$ cat src/rtl/axis_config_writer_if.sv
// rtl/axis_config_writer_if.sv - 32-bit command stream interface for the config writer
interface axis_config_writer_if;
    logic [31:0] tdata;
    logic        tvalid;
    logic        tready;
    logic        tlast;

    modport master (output tdata, output tvalid, output tlast, input tready);
    modport slave  (input tdata, input tvalid, input tlast, output tready);
endinterface

$ cat src/rtl/axis_config_writer.sv
// rtl/axis_config_writer.sv - framed command stream to 512-bit config bus initiator (optional stall timeout: CONFIG_WRITER_TIMEOUT_EN)
module axis_config_writer #(
    parameter logic [31:0] IDLE_ADDRESS   = 32'd0,
    parameter int          MAX_WORDS      = 16,
    parameter int          TIMEOUT_CYCLES = 1024
) (
    input  logic                       a_clk,
    input  logic                       a_reset,
    axis_config_writer_if.slave        s_axis,
    output logic [31:0]                config_addr,
    output logic [32*MAX_WORDS-1:0]    config_data,
    output logic                       busy,
    output logic [31:0]                commit_count,
    output logic [15:0]                error_count
);

    typedef enum logic [2:0] {IDLE, HDR, DATA, COMMIT, DRAIN} state_t;

    state_t                    state_q, state_d;
    logic                      ready_q, ready_d;
    logic [31:0]               addr_q, addr_d;
    logic [4:0]                n_q, n_d;
    logic [4:0]                idx_q, idx_d;
    logic [32*MAX_WORDS-1:0]   shadow_q, shadow_d;
    logic [31:0]               config_addr_q, config_addr_d;
    logic [32*MAX_WORDS-1:0]   config_data_q, config_data_d;
    logic [31:0]               commit_count_q, commit_count_d;
    logic [15:0]               error_count_q, error_count_d;
    logic                      tready_w;
    logic                      accept;
    logic                      err_inc;
    logic [4:0]                hdr_n;
`ifdef CONFIG_WRITER_TIMEOUT_EN
    logic [31:0]               stall_q, stall_d;
`endif

    // Ready is held low during reset, comes up on the first clock after release, and drops for the commit cycle.
    assign tready_w      = ready_q && (state_q != COMMIT);
    assign s_axis.tready = tready_w;
    assign config_addr   = config_addr_q;
    assign config_data   = config_data_q;
    assign busy          = (state_q != IDLE);
    assign commit_count  = commit_count_q;
    assign error_count   = error_count_q;
    assign hdr_n         = s_axis.tdata[4:0];

    // Frame parser: next state, shadow assembly, commit and error bookkeeping.
    always_comb begin
        state_d        = state_q;
        ready_d        = 1'b1;
        addr_d         = addr_q;
        n_d            = n_q;
        idx_d          = idx_q;
        shadow_d       = shadow_q;
        config_addr_d  = IDLE_ADDRESS;
        config_data_d  = config_data_q;
        commit_count_d = commit_count_q;
        err_inc        = 1'b0;
        accept         = s_axis.tvalid && tready_w;
`ifdef CONFIG_WRITER_TIMEOUT_EN
        stall_d        = '0;
`endif

        case (state_q)
            IDLE: begin
                if (accept) begin
                    addr_d = s_axis.tdata;
                    if (s_axis.tlast) begin
                        err_inc = 1'b1;
                    end else if (s_axis.tdata == IDLE_ADDRESS) begin
                        err_inc = 1'b1;
                        state_d = DRAIN;
                    end else begin
                        state_d = HDR;
                    end
                end
            end
            HDR: begin
                if (accept) begin
                    n_d      = hdr_n;
                    shadow_d = '0;
                    idx_d    = 5'd0;
                    if (hdr_n == 5'd0 || int'(hdr_n) > MAX_WORDS) begin
                        err_inc = 1'b1;
                        state_d = s_axis.tlast ? IDLE : DRAIN;
                    end else if (s_axis.tlast) begin
                        err_inc = 1'b1;
                        state_d = IDLE;
                    end else begin
                        state_d = DATA;
                    end
                end
            end
            DATA: begin
                if (accept) begin
                    if (int'(idx_q) < MAX_WORDS) begin
                        shadow_d[32*int'(idx_q) +: 32] = s_axis.tdata;
                    end
                    idx_d = idx_q + 5'd1;
                    if (idx_q == n_q - 5'd1) begin
                        if (s_axis.tlast) begin
                            // Address and data are registered together so they land in the same cycle.
                            state_d        = COMMIT;
                            config_addr_d  = addr_q;
                            config_data_d  = shadow_d;
                            commit_count_d = commit_count_q + 32'd1;
                        end else begin
                            err_inc = 1'b1;
                            state_d = DRAIN;
                        end
                    end else if (s_axis.tlast) begin
                        err_inc = 1'b1;
                        state_d = IDLE;
                    end
                end
            end
            COMMIT: begin
                state_d = IDLE;
            end
            DRAIN: begin
                if (accept && s_axis.tlast) begin
                    state_d = IDLE;
                end
            end
            default: begin
                state_d = IDLE;
            end
        endcase

`ifdef CONFIG_WRITER_TIMEOUT_EN
        // Stall counter only runs while a frame is being assembled; any accepted beat clears it.
        if ((state_q == HDR || state_q == DATA) && !accept) begin
            stall_d = stall_q + 32'd1;
            if (stall_d == 32'(TIMEOUT_CYCLES)) begin
                stall_d = '0;
                err_inc = 1'b1;
                state_d = IDLE;
            end
        end
`endif

        error_count_d = (err_inc && error_count_q != 16'hFFFF) ? error_count_q + 16'd1 : error_count_q;
    end

    // State and datapath registers, all cleared asynchronously by a_reset.
    always_ff @(posedge a_clk or posedge a_reset) begin
        if (a_reset) begin
            state_q        <= IDLE;
            ready_q        <= 1'b0;
            addr_q         <= '0;
            n_q            <= '0;
            idx_q          <= '0;
            shadow_q       <= '0;
            config_addr_q  <= IDLE_ADDRESS;
            config_data_q  <= '0;
            commit_count_q <= '0;
            error_count_q  <= '0;
`ifdef CONFIG_WRITER_TIMEOUT_EN
            stall_q        <= '0;
`endif
        end else begin
            state_q        <= state_d;
            ready_q        <= ready_d;
            addr_q         <= addr_d;
            n_q            <= n_d;
            idx_q          <= idx_d;
            shadow_q       <= shadow_d;
            config_addr_q  <= config_addr_d;
            config_data_q  <= config_data_d;
            commit_count_q <= commit_count_d;
            error_count_q  <= error_count_d;
`ifdef CONFIG_WRITER_TIMEOUT_EN
            stall_q        <= stall_d;
`endif
        end
    end

endmodule

$ cat src/flat_wrapper.sv
// flat-port wrapper written by rule: the top's interface ports become plain ports
module axis_config_writer_flat 
#(
    parameter logic [31:0] IDLE_ADDRESS   = 32'd0,
    parameter int          MAX_WORDS      = 16,
    parameter int          TIMEOUT_CYCLES = 1024
)
  (a_clk, a_reset, config_addr, config_data, busy, commit_count, error_count, s_axis_tdata, s_axis_tvalid, s_axis_tlast, s_axis_tready);
  axis_config_writer_if s_axis_i ();
  input  logic a_clk;
  input  logic a_reset;
  output logic [31:0] config_addr;
  output logic [32*MAX_WORDS-1:0] config_data;
  output logic busy;
  output logic [31:0] commit_count;
  output logic [15:0] error_count;
  input wire logic [$bits(s_axis_i.tdata)-1:0] s_axis_tdata;
  input wire logic [$bits(s_axis_i.tvalid)-1:0] s_axis_tvalid;
  input wire logic [$bits(s_axis_i.tlast)-1:0] s_axis_tlast;
  output wire logic [$bits(s_axis_i.tready)-1:0] s_axis_tready;
  assign s_axis_i.tdata = s_axis_tdata;
  assign s_axis_i.tvalid = s_axis_tvalid;
  assign s_axis_i.tlast = s_axis_tlast;
  assign s_axis_tready = s_axis_i.tready;
  axis_config_writer #(.IDLE_ADDRESS(IDLE_ADDRESS), .MAX_WORDS(MAX_WORDS), .TIMEOUT_CYCLES(TIMEOUT_CYCLES)) u_core (.a_clk(a_clk), .a_reset(a_reset), .s_axis(s_axis_i), .config_addr(config_addr), .config_data(config_data), .busy(busy), .commit_count(commit_count), .error_count(error_count));
endmodule
$ cat config.mk
export PLATFORM = sky130hd
export DESIGN_NAME = axis_config_writer_flat
export DESIGN_NICKNAME = d
export VERILOG_FILES = /design/src/rtl/axis_config_writer_if.sv /design/src/rtl/axis_config_writer.sv /design/src/flat_wrapper.sv
export SDC_FILE = /design/constraint.sdc
export NUM_CORES = 2
export LEC_CHECK = 0
export CAP_MARGIN = 40
export CORE_MARGIN = 2
export CORE_UTILIZATION = 51
export CTS_CLUSTER_DIAMETER = 150
export DETAILED_ROUTE_END_ITERATION = 12
export PLACE_DENSITY = 0.75
export SLEW_MARGIN = 20
export SYNTH_ARGS = -nofsm -noshare
export SYNTH_HDL_FRONTEND = slang
export SYNTH_SLANG_ARGS = --single-unit
$ cat constraint.sdc
create_clock -name a_clk -period 44.3 [get_ports a_clk]
set_clock_uncertainty 0.1 [all_clocks]
set_input_delay 6.645 -clock a_clk [delete_from_list [all_inputs] [get_ports a_clk]]
set_output_delay 6.645 -clock a_clk [all_outputs]
set_load 0.02 [all_outputs]
==> results.toml <==
[outcome]
status = "finished, final reports clean"

[global_routing]
track_usage = 0.331
grt_overflow = 0
grt_pass1_wl_mm = 239
antenna_found_initial = 7
grt_pass1_vias = 37800
grt_max_degree = 185

[route]
dr_total_vias = 39200
dr.pass1.iters = 6
vias_per_cell = 5.97
routed_wl_mm = 161
drt_iter0_markers = 4414
drc = 0
drtAntennaViolNets = 0
wire_per_inst_microns = 24.5

[finish]
drive_above_1_share = 0.0797
final_cells = 6578
final_core_util = 0.640
fin_nets = 5269
syn2layout_area_growth_pct = 24.5

[synth]
synth_cell_types = 60
avgSynthCellArea_sq_um = 10.1
postSynthCellCount = 4765
synth_nets = 4809
synth_ff_type = "dfrtp_1"
synth_area_sq_um = 47900
ys_ff_latch = 1150
yosysMostFrequentCell = "dfrtp_1"
ys_async_sr_fraction = 1.00
yosysWarnings = 0
ys_seq_area_frac = 0.601
yosysTopAreaCell = "dfrtp_1"
yosys-top-cells-area = "dfrtp_1, nand2_1, o21ai_0"
synth_common_cells = "dfrtp_1, nand2_1, o21ai_0"
synth_edf_count = 0
yosysTopAreaCellShare = 0.601

[clock_tree]
htreeDepth = 3
cts.sinks = 1150
clock_latency_ns = 0.71
cts_root_buffer = "clkbuf_16"
cts_hold_buf = 0
cts-buffers-inserted = 114
cts_tree = "yes"
clockBufferDepth = 3
cts_setup_buffers = 0
post_cts_resized = 0
path_clk_slew_ns = 0.06

[floorplanning]
num_rows = 112
die_w_microns = 310
dieHeight_microns = 310
initial_core_util = 0.514
num_io_pins = 630
core_sq_um = 93200
dieArea_sq_um = 96400

[sta]
finalSetupViolations = 0
tns_ns = 0
worst_slew_pin_slew_ns = 1.07
whs_ns = 0.373
period_minus_slack_ns = 10.48
hold_viol_final = 0
rsz0062_at_grt = "false"
period_share = 0.237
maxSlewHeadroom = 0.288
slew_viol_final = 0
max_freq_mhz = 95.4

[run]
maxCapViolations = 0

[critical_path]
critPathTopFamily = "buffers and inverters"
r2r_cells = 11
crit_type = "in2async"
cpMaxStageDelayCell = "buf_4"
crit_required_ns = 45.07
crit_path_start_kind = "input pin"
arrival_ns = 11.25
crit_cells = 12
end_kind = "async pin"
cpPeakStageDelay_ns = 0.65
cp_max_fo = 111
cp_num_buf_inv = 12
cp_cell_sequence = "clkdlybuf4s50_1, inv_8, buf_16, buf_4, buf_16, buf_4, buf_16, buf_4, buf_4, buf_16, buf_4, buf_16"

[worst_hold_path]
hold_class = "reg2reg"
holdPathStages = 1

[placed_design]
globalplace.congestion = 0.887
dp.cells = 6355
port_buffers = 629
dp_hpwl_mm = 106

[power_and_ir_drop]
p_leak_nw = 25.3
total_power_mw = 2.62
power_density_nw_per_um2 = 43.9
peakVddDrop_mv = 0.0372
[power breakdown]
group | internal, mW | leakage, nW | switching [mW]
Sequential | 1.08 | 16.0 | 0.0296
Clock | 0.602 | 1.94 | 0.418
Combinational | 0.124 | 7.39 | 0.362
Total | 1.81 | 25.3 | 0.810
[worst paths after layout]
kind / slack, ns / endpoint / start
min reg2reg: 0.37 / u_core.config_addr[23]$_DFF_PP0_ / u_core.addr_q[23]$_DFFE_PP0P_
max: 33.82 / u_core.shadow_q[385]$_DFFE_PP0P_ / a_reset
min: 0.37 / u_core.config_addr[23]$_DFF_PP0_ / u_core.addr_q[23]$_DFFE_PP0P_
max in group a_clk: 33.84 / u_core.config_data[160]$_DFFE_PP0P_ / s_axis_tvalid
min in group asynchronous: 6.14 / u_core.commit_count[19]$_DFFE_PP0P_ / a_reset
max reg2reg: 39.66 / u_core.config_data[160]$_DFFE_PP0P_ / u_core.idx_q[3]$_DFFE_PP0P_
[cells by family after synthesis]
| family | Yosys count | synth area share |
|---|---|---|
| fa+ha+maj | 8 | 0.00209 |
| simple gates | 1542 | 0.137 |
| mux | 115 | 0.0250 |
| other cells | 1 | 0.0000783 |
| buf+inv | 441 | 0.0386 |
| xor+xnor | 62 | 0.0121 |
| flops | 1150 | 0.601 |
| compound gates | 1446 | 0.184 |
[routing by layer]
metal	wire, microns	track usage	part of all wire
met1	62100	0.435	0.39
met2	74600	0.517	0.46
met3	14900	0.0752	0.093
met4	9110	0.173	0.057
met5	43	0	0.00027
[per-stage QoR]
step,area (sq um),setup slack (ns)
floorplan,47900,5.17
global placement,54900,31.97
detailed placement,55500,32.88
CTS,59500,33.63
global route,59600,33.27
finish,59600,33.82
[state kept, by name, indices dropped and copies added (netlist names)]
signal and count:
u_core.ready_q 1, u_core.idx_q 5, u_core.commit_count 32, u_core.state_q 3, u_core.addr_q 32, u_core.error_count 16
u_core.config_data 512, u_core.config_addr 32, u_core.shadow_q 512, u_core.n_q 5
[cell type report]
class / count / area, sq um
Fill cell: 7259 / 33600
Clock buffer: 168 / 3420
Clock inverter: 42 / 536
Multi-Input combinational cell: 3174 / 17400
Tap cell: 1254 / 1570
Antenna cell: 5 / 12.5
Timing Repair Buffer: 762 / 7800
Inverter: 23 / 93.8
Sequential cell: 1150 / 28800
[cells in the final DEF (no fill, tap or decap), types with 12 or more instances in the layout]
master           count
a21oi_1            402
a22o_1             205
a31oi_1             38
and2_1              44
buf_16              17
buf_4               98
bufinv_16           12
clkbuf_1            21
clkbuf_16          117
clkbuf_8            30
clkdlybuf4s50_1    629
clkinv_2            21
dfrtp_1           1149
inv_1               21
mux2_2              38
mux2i_1             77
nand2_1            784
nand3_1             62
nand4_1             32
nor2_1             431
nor3_1              86
o21ai_0            570
o21ai_1             21
o2bb2ai_1          189
xnor2_1             35
xor2_1              22
No activity file was read; power rests on OpenSTA's default activity.
